==> config.mk <==
export PLATFORM = sky130hd
export DESIGN_NAME = uart_fifo
export DESIGN_NICKNAME = d
export VERILOG_FILES = /design/src/rtl/uart_fifo.sv
export SDC_FILE = /design/constraint.sdc
export NUM_CORES = 1
export LEC_CHECK = 0
export CORE_MARGIN = 1
export CORE_UTILIZATION = 25
export CTS_BUF_LIST = sky130_fd_sc_hd__clkbuf_16
export DETAILED_ROUTE_END_ITERATION = 12
export GPL_TIMING_DRIVEN = 0
export PLACE_DENSITY = 0.37
export SYNTH_ARGS = -nofsm -noshare
export SYNTH_HDL_FRONTEND = slang
export SYNTH_SLANG_ARGS = --single-unit
==> constraint.sdc <==
create_clock -name raw_clk -period 6.95 [get_ports raw_clk]
set_input_delay 1.0425 -clock raw_clk [delete_from_list [all_inputs] [get_ports raw_clk]]
set_output_delay 1.0425 -clock raw_clk [all_outputs]
set_load 0.02 [all_outputs]
==> src/rtl/uart_fifo.sv <==
// uart_fifo: transmit and receive byte queues between the CPU register file
// and a UART core. The tx side feeds the UART one byte at a time; the rx side
// drains the UART receive holding register into a first-word-fall-through queue.
//
// Handshakes:
//   CPU push : wr_strobe is a one-cycle request; it is accepted only when
//              tx_full=0. A push while full is silently ignored.
//   CPU pop  : rd_strobe is a one-cycle request; it is accepted only when
//              rx_empty=0. rd_data shows the head and moves one cycle later.
//   UART tx  : uart_tx_strobe/uart_tx_data stay stable until uart_tx_busy=1
//              is sampled. The strobe then drops, and the next byte waits
//              for busy to fall again.
//   UART rx  : a byte is taken once per uart_rx_ready assertion. A one-cycle
//              uart_rx_ready_clear answers it, and ready must fall before the
//              next byte is taken.
// tx_state/rx_state expose the FSM encodings for observation.
module uart_fifo #(
   parameter int DEPTH_LOG2 = 4
) (
   input  logic                  raw_clk,
   input  logic                  reset,
   input  logic [7:0]            wr_data,
   input  logic                  wr_strobe,
   output logic                  tx_full,
   output logic                  tx_empty,
   output logic [DEPTH_LOG2:0]   tx_count,
   output logic [7:0]            rd_data,
   input  logic                  rd_strobe,
   output logic                  rx_empty,
   output logic [DEPTH_LOG2:0]   rx_count,
   output logic                  rx_overflow,
   input  logic                  overflow_clear,
   output logic [7:0]            uart_tx_data,
   output logic                  uart_tx_strobe,
   input  logic                  uart_tx_busy,
   input  logic [7:0]            uart_rx_data,
   input  logic                  uart_rx_ready,
   output logic                  uart_rx_ready_clear,
   output logic [1:0]            tx_state,
   output logic                  rx_state
);

   localparam int DEPTH = 1 << DEPTH_LOG2;
   localparam logic [DEPTH_LOG2:0]   FULL_CNT = (DEPTH_LOG2+1)'(DEPTH);
   localparam logic [DEPTH_LOG2:0]   CNT_ONE  = (DEPTH_LOG2+1)'(1);
   localparam logic [DEPTH_LOG2-1:0] PTR_ONE  = DEPTH_LOG2'(1);

   typedef enum logic [1:0] {
      TX_IDLE   = 2'd0,
      TX_STROBE = 2'd1,
      TX_WAIT   = 2'd2
   } tx_state_t;

   typedef enum logic {
      RX_IDLE  = 1'b0,
      RX_CLEAR = 1'b1
   } rx_state_t;

   tx_state_t             tx_fsm;
   rx_state_t             rx_fsm;

   logic [7:0]            tx_mem [DEPTH];
   logic [DEPTH_LOG2-1:0] tx_wr_ptr;
   logic [DEPTH_LOG2-1:0] tx_rd_ptr;
   logic [DEPTH_LOG2:0]   tx_cnt;

   logic [7:0]            rx_mem [DEPTH];
   logic [DEPTH_LOG2-1:0] rx_wr_ptr;
   logic [DEPTH_LOG2-1:0] rx_rd_ptr;
   logic [DEPTH_LOG2:0]   rx_cnt;

   logic                  tx_push;
   logic                  tx_pop;
   logic                  rx_take;
   logic                  rx_push;
   logic                  rx_pop;
   logic                  rx_drop;

   // Queue movement decisions, all taken from registered state plus this cycle's requests.
   always_comb begin
      tx_push = wr_strobe && (tx_cnt != FULL_CNT);
      tx_pop  = (tx_fsm == TX_IDLE) && (tx_cnt != '0) && !uart_tx_busy;
      rx_pop  = rd_strobe && (rx_cnt != '0);
      rx_take = (rx_fsm == RX_IDLE) && uart_rx_ready;
      // A pop in the same cycle frees the slot, so a full queue can still accept.
      rx_push = rx_take && ((rx_cnt != FULL_CNT) || rx_pop);
      rx_drop = rx_take && !rx_push;
   end

   // tx storage write; contents need no reset because the pointers and count define validity.
   always_ff @(posedge raw_clk) begin
      if (tx_push) tx_mem[tx_wr_ptr] <= wr_data;
   end

   // tx pointers and occupancy.
   always_ff @(posedge raw_clk) begin
      if (reset) begin
         tx_wr_ptr <= '0;
         tx_rd_ptr <= '0;
         tx_cnt    <= '0;
      end else begin
         if (tx_push) tx_wr_ptr <= tx_wr_ptr + PTR_ONE;
         if (tx_pop)  tx_rd_ptr <= tx_rd_ptr + PTR_ONE;
         case ({tx_push, tx_pop})
            2'b10:   tx_cnt <= tx_cnt + CNT_ONE;
            2'b01:   tx_cnt <= tx_cnt - CNT_ONE;
            default: tx_cnt <= tx_cnt;
         endcase
      end
   end

   // tx FSM: present the head byte, hold until the UART goes busy, then wait for it to finish.
   always_ff @(posedge raw_clk) begin
      if (reset) begin
         tx_fsm         <= TX_IDLE;
         uart_tx_data   <= 8'h00;
         uart_tx_strobe <= 1'b0;
      end else begin
         case (tx_fsm)
            TX_IDLE: begin
               if (tx_pop) begin
                  uart_tx_data   <= tx_mem[tx_rd_ptr];
                  uart_tx_strobe <= 1'b1;
                  tx_fsm         <= TX_STROBE;
               end
            end
            TX_STROBE: begin
               if (uart_tx_busy) begin
                  uart_tx_strobe <= 1'b0;
                  tx_fsm         <= TX_WAIT;
               end
            end
            TX_WAIT: begin
               if (!uart_tx_busy) tx_fsm <= TX_IDLE;
            end
            default: begin
               uart_tx_strobe <= 1'b0;
               tx_fsm         <= TX_IDLE;
            end
         endcase
      end
   end

   // rx storage write.
   always_ff @(posedge raw_clk) begin
      if (rx_push) rx_mem[rx_wr_ptr] <= uart_rx_data;
   end

   // rx pointers and occupancy.
   always_ff @(posedge raw_clk) begin
      if (reset) begin
         rx_wr_ptr <= '0;
         rx_rd_ptr <= '0;
         rx_cnt    <= '0;
      end else begin
         if (rx_push) rx_wr_ptr <= rx_wr_ptr + PTR_ONE;
         if (rx_pop)  rx_rd_ptr <= rx_rd_ptr + PTR_ONE;
         case ({rx_push, rx_pop})
            2'b10:   rx_cnt <= rx_cnt + CNT_ONE;
            2'b01:   rx_cnt <= rx_cnt - CNT_ONE;
            default: rx_cnt <= rx_cnt;
         endcase
      end
   end

   // rx FSM: answer each ready assertion with one clear pulse and wait for ready to fall.
   always_ff @(posedge raw_clk) begin
      if (reset) begin
         rx_fsm              <= RX_IDLE;
         uart_rx_ready_clear <= 1'b0;
      end else begin
         case (rx_fsm)
            RX_IDLE: begin
               if (uart_rx_ready) begin
                  uart_rx_ready_clear <= 1'b1;
                  rx_fsm              <= RX_CLEAR;
               end
            end
            RX_CLEAR: begin
               uart_rx_ready_clear <= 1'b0;
               if (!uart_rx_ready) rx_fsm <= RX_IDLE;
            end
            default: begin
               uart_rx_ready_clear <= 1'b0;
               rx_fsm              <= RX_IDLE;
            end
         endcase
      end
   end

   // Sticky overflow; a drop in the same cycle as a clear keeps the flag set.
   always_ff @(posedge raw_clk) begin
      if (reset)               rx_overflow <= 1'b0;
      else if (rx_drop)        rx_overflow <= 1'b1;
      else if (overflow_clear) rx_overflow <= 1'b0;
   end

   // Status views of registered state only.
   assign tx_count = tx_cnt;
   assign tx_full  = (tx_cnt == FULL_CNT);
   assign tx_empty = (tx_cnt == '0) && (tx_fsm == TX_IDLE);
   assign rx_count = rx_cnt;
   assign rx_empty = (rx_cnt == '0);
   assign rd_data  = (rx_cnt == '0) ? 8'h00 : rx_mem[rx_rd_ptr];
   assign tx_state = tx_fsm;
   assign rx_state = rx_fsm;

endmodule

==> metrics.md <==
| Metric | Value |
|---|---|
| Overall fraction of global-route tracks in use | `12.51%` |
| Resized cells post-CTS | `0` |
| Hold Buf Count CTS | `0` |
| Maximum achievable frequency | `225.8 MHz` |
| Main flop type after synthesis | `sky130_fd_sc_hd__edfxtp_1` |
| Gate count after technology mapping | `721` |
| Clk_lat worst skew | `540 ps` |
| Number of cells after detailed placement | `approximately 1400` |
| Non-Filler Cell Area, Final | `14600 um2` |
| Total Neg Setup Slack | `0 ps` |
| TritonCTS clock tree | `yes` |
| Antenna violations before repair | `0` |
| Data required time at the worst endpoint | `5910 ps` |
| Chip Height | `222.1 um` |
| Iteration-0 DRC Markers | `304` |
| Clock-pin slew on the worst setup and hold paths | `60 ps` |
| Switching power as a share of total power | `30.37%` |
| Final setup viols | `0` |
| Crit start category | `flop` |
| Post-Route WL | `30010 um` |
| Clock Tree Buf Depth | `3` |
| Fraction of layout instances using a drive strength above 1 | `14.88%` |
| Total I/O pin count | `58` |
| Count of max-cap constraint violations | `0` |
| Fill cell count | `4673` |
| CTS H-Tree Depth | `2` |
| Highest fanout seen on the critical path | `8` |
| Core Area | `47750 um2` |
| Sequential element share of the synthesized area | `70.73%` |
| Wire per inst | `20.52 um` |
| Post-Synthesis Net Count | `761` |
| Transition at the pin with the smallest max-transition slack | `1018 ps` |
| Number of cell rows | `80` |
| Flip-flop and latch count after synthesis | `300` |
| Top post-synthesis cells by area | `sky130_fd_sc_hd__edfxtp_1 63%, sky130_fd_sc_hd__mux4_2 7.8%, sky130_fd_sc_hd__dfxtp_1 7.3%, sky130_fd_sc_hd__mux2i_1 5.4%, sky130_fd_sc_hd__nor2_1 2.1%` |
| Gr ovfl total | `0` |
| Number of optimization iterations in the first detailed-route pass | `6` |
| Top-area cell type share of the netlist area | `63.46%` |
| Sequential standard cell area | `8568 um2` |
| Part of the cycle the worst path needs | `63.71%` |
| Class of the most critical hold timing path | `flop to flop` |
| Unrepaired setup endpoints after global routing | `no` |
| Post-CTS setup buffer count | `0` |
| Half-perimeter wire length after placement | `approximately 20000 um` |
| Port bufs | `57` |
| Starting density of the core | `25.37%` |
| Run status | `finished, final reports clean` |
| Antenna Nets Post-Route | `0` |
| Power density cells | `349.8 nW/um2` |
| Post-layout minimum cycle time | `4428 ps` |
| Sequential fraction of design power | `between 40% and 50%` |
| Antenna cells | `0` |
| Drc violations | `0` |
| CTS Buf Count | `37` |
| Dpl cell area | `13520 um2` |
| Switching component of the power | `1.551 mW` |
| Num Clock Sinks | `300` |
| Arrival time reported for the critical path endpoint | `3390 ps` |
| Vias | `6361` |
| Area of the multi-input gates | `3354 um2` |
| Capturing element type of the critical path | `primary output` |
| Chip Width | `roughly 220 um` |
| First-pass GRT wire length | `45380 um` |
| Yosys cell types | `53` |
| Static leakage | `4.579 nW` |
| Power share of the combinational group | `approximately a quarter` |
| Worst rel slew slack | `about a third` |
| Number of flops mapped to enable cells by yosys | `around 260` |
| Proportion of register bits with asynchronous set or reset after synthesis | `0%` |
| PnR Total Power | `just over 5 mW` |
| Pin count of the biggest net entering global routing | `17` |
| Ys Warns | `0` |
| Cell type with the largest total area after synthesis | `sky130_fd_sc_hd__edfxtp_1` |
| Mean Syn Cell Area | `between 15 and 20 um2` |
| Max rail drop VDD | `184.8 uV` |
| Final slew viol count | `0` |
| Kind of critical path | `flop to primary output` |
| Final Wtd Congestion | `0.6896` |
| Vias per inst | `4.351` |
| Internal power summed over all cells | `3.556 mW` |
| Overall die area | `between 40000 and 50000 um2` |
| Non-Filler Instances | `about 1500` |
| Portion of total power attributed to the clock network | `33.6%` |
| Root Buffer Master | `sky130_fd_sc_hd__clkbuf_16` |
| Synthesized area | `12110 um2` |
| Worst Skew | `20.67 ps` |
| Final net count | `861` |
| Number of global-route vias before repair | `6795` |
| Layout overhead on the synthesized area | `20.54%` |
| Final hold violations | `0` |
[final cells by class]
type | instances | area share [%]
Sequential cell | 300 | 58.68
Multi-Input combinational cell | 365 | 22.97
Clock buffer | 37 | 6.340
Tap cell | 615 | 5.269
Timing Repair Buffer | 61 | 4.190
Buffer | 43 | 1.217
Clock inverter | 28 | 1.002
Inverter | 13 | 0.3342
[final timing paths]
| check | from | to | slack (ps) | cells after the start |
|---|---|---|---|---|
| worst max-delay path | rx_count[0]$_SDFFE_PP0P_ | rd_data[0] | 2520 | 5 |
| worst min-delay path | rx_state$_SDFF_PP0_ | uart_rx_ready_clear$_SDFFE_PP0P_ | 480 | 1 |
| worst max register to register | tx_count[4]$_SDFFE_PP0P_ | tx_count[4]$_SDFFE_PP0P_ | 3360 | 12 |
| worst min register to register | rx_state$_SDFF_PP0_ | uart_rx_ready_clear$_SDFFE_PP0P_ | 480 | 1 |
[state kept, by name (all words and copies together), names as in the netlist, named ones only]
signal / cells
rx_count: 5
rx_mem: 128
rx_overflow: 1
rx_rd_ptr: 4
rx_state: 1
rx_wr_ptr: 4
tx_count: 5
tx_mem: 128
tx_rd_ptr: 4
tx_state: 2
tx_wr_ptr: 4
uart_rx_ready_clear: 1
uart_tx_data: 8
uart_tx_strobe: 1
[power groups by stage]
stage	clock (mW)	combinational, mW	sequential (mW)
2_1_floorplan	0	0.733	2.20
6_report	1.72	1.26	2.13
5_1_grt	1.85	1.37	2.14
3_5_place_dp	0	1.29	2.16
4_1_cts	1.77	1.29	2.13
3_3_place_gp	0	1.28	2.17
[metrics by stage]
step / setup WS, ps / hold WS (ps) / utilization, %
6_report: 2522 / 480.8 / 30.58
5_1_grt: 2384 / 523.9 / 30.58
4_1_cts: 2409 / 485.0 / 30.56
3_5_place_dp: 2251 / 480.2 / 28.31
3_3_place_gp: 2196 / 468.0 / 28.18
2_1_floorplan: 3398 / 490.2 / -
[cell usage after synthesis (all sizes together), types with 2 or more instances]
cell / count
xor2: 10
mux2: 6
nand3: 3
inv: 13
o22ai: 31
a21boi: 2
ha: 16
buf: 20
a211oi: 4
xnor2: 6
dfxtp: 44
mux4: 42
o21ai: 6
a21oi: 6
nor2b: 12
mux2i: 65
nand3b: 2
nor2: 67
nor4: 4
a32oi: 2
a22oi: 3
clkbuf: 23
or4: 3
or2: 2
nor3: 18
a311oi: 8
nand2: 15
and3: 3
nand4: 2
or3b: 2
edfxtp: 256
o211ai: 5
or3: 3
nand2b: 6
a21o: 2
[routing by layer]
layer  share of wire (%)  wire (um)  GRT usage, %  vias to the layer above
li1                    -          -             -                     3016
met2                  48      14490         20.26                       93
met3                 2.8        834         2.385                       38
met5                   0          0             0                        -
met4                 2.4        716         3.965                        0
met1                  47      13970         16.83                     3214
[worst max-delay path, stage by stage (launching register included)]
cell and delay (ps):
sky130_fd_sc_hd__dfxtp_1 390, sky130_fd_sc_hd__or4_1 570, sky130_fd_sc_hd__buf_2 200, sky130_fd_sc_hd__o21ai_1 760, sky130_fd_sc_hd__o22ai_1 290, sky130_fd_sc_hd__clkdlybuf4s50_1 630
[logic make-up after synthesis]
kind of cell,after synthesis,share of synthesized area (%)
AO/OA/AOI/OAI,75,4.793
multiplexers,113,13.86
AND/OR/NAND/NOR,144,5.774
flip-flops,300,70.73
buffers and inverters,56,1.869
XOR/XNOR,16,1.157
adder cells (fa/ha/maj),17,1.818
[cells in the final DEF, fill, tap and decap left out, types with 8 or more instances in the layout]
cell type | synthesis | routed
sky130_fd_sc_hd__a311oi_1 | 8 | 8
sky130_fd_sc_hd__buf_2 | 13 | 13
sky130_fd_sc_hd__clkbuf_1 | 23 | 23
sky130_fd_sc_hd__clkbuf_16 | 0 | 37
sky130_fd_sc_hd__clkdlybuf4s50_1 | 0 | 57
sky130_fd_sc_hd__dfxtp_1 | 44 | 44
sky130_fd_sc_hd__edfxtp_1 | 256 | 256
sky130_fd_sc_hd__ha_1 | 16 | 16
sky130_fd_sc_hd__inv_1 | 13 | 27
sky130_fd_sc_hd__mux2i_1 | 65 | 65
sky130_fd_sc_hd__mux4_2 | 42 | 42
sky130_fd_sc_hd__nand2_1 | 15 | 15
sky130_fd_sc_hd__nor2_1 | 67 | 67
sky130_fd_sc_hd__nor2b_1 | 12 | 12
sky130_fd_sc_hd__nor3_1 | 18 | 11
sky130_fd_sc_hd__o22ai_1 | 31 | 31
sky130_fd_sc_hd__xor2_1 | 10 | 10
No activity file was read; power rests on OpenSTA's default activity.
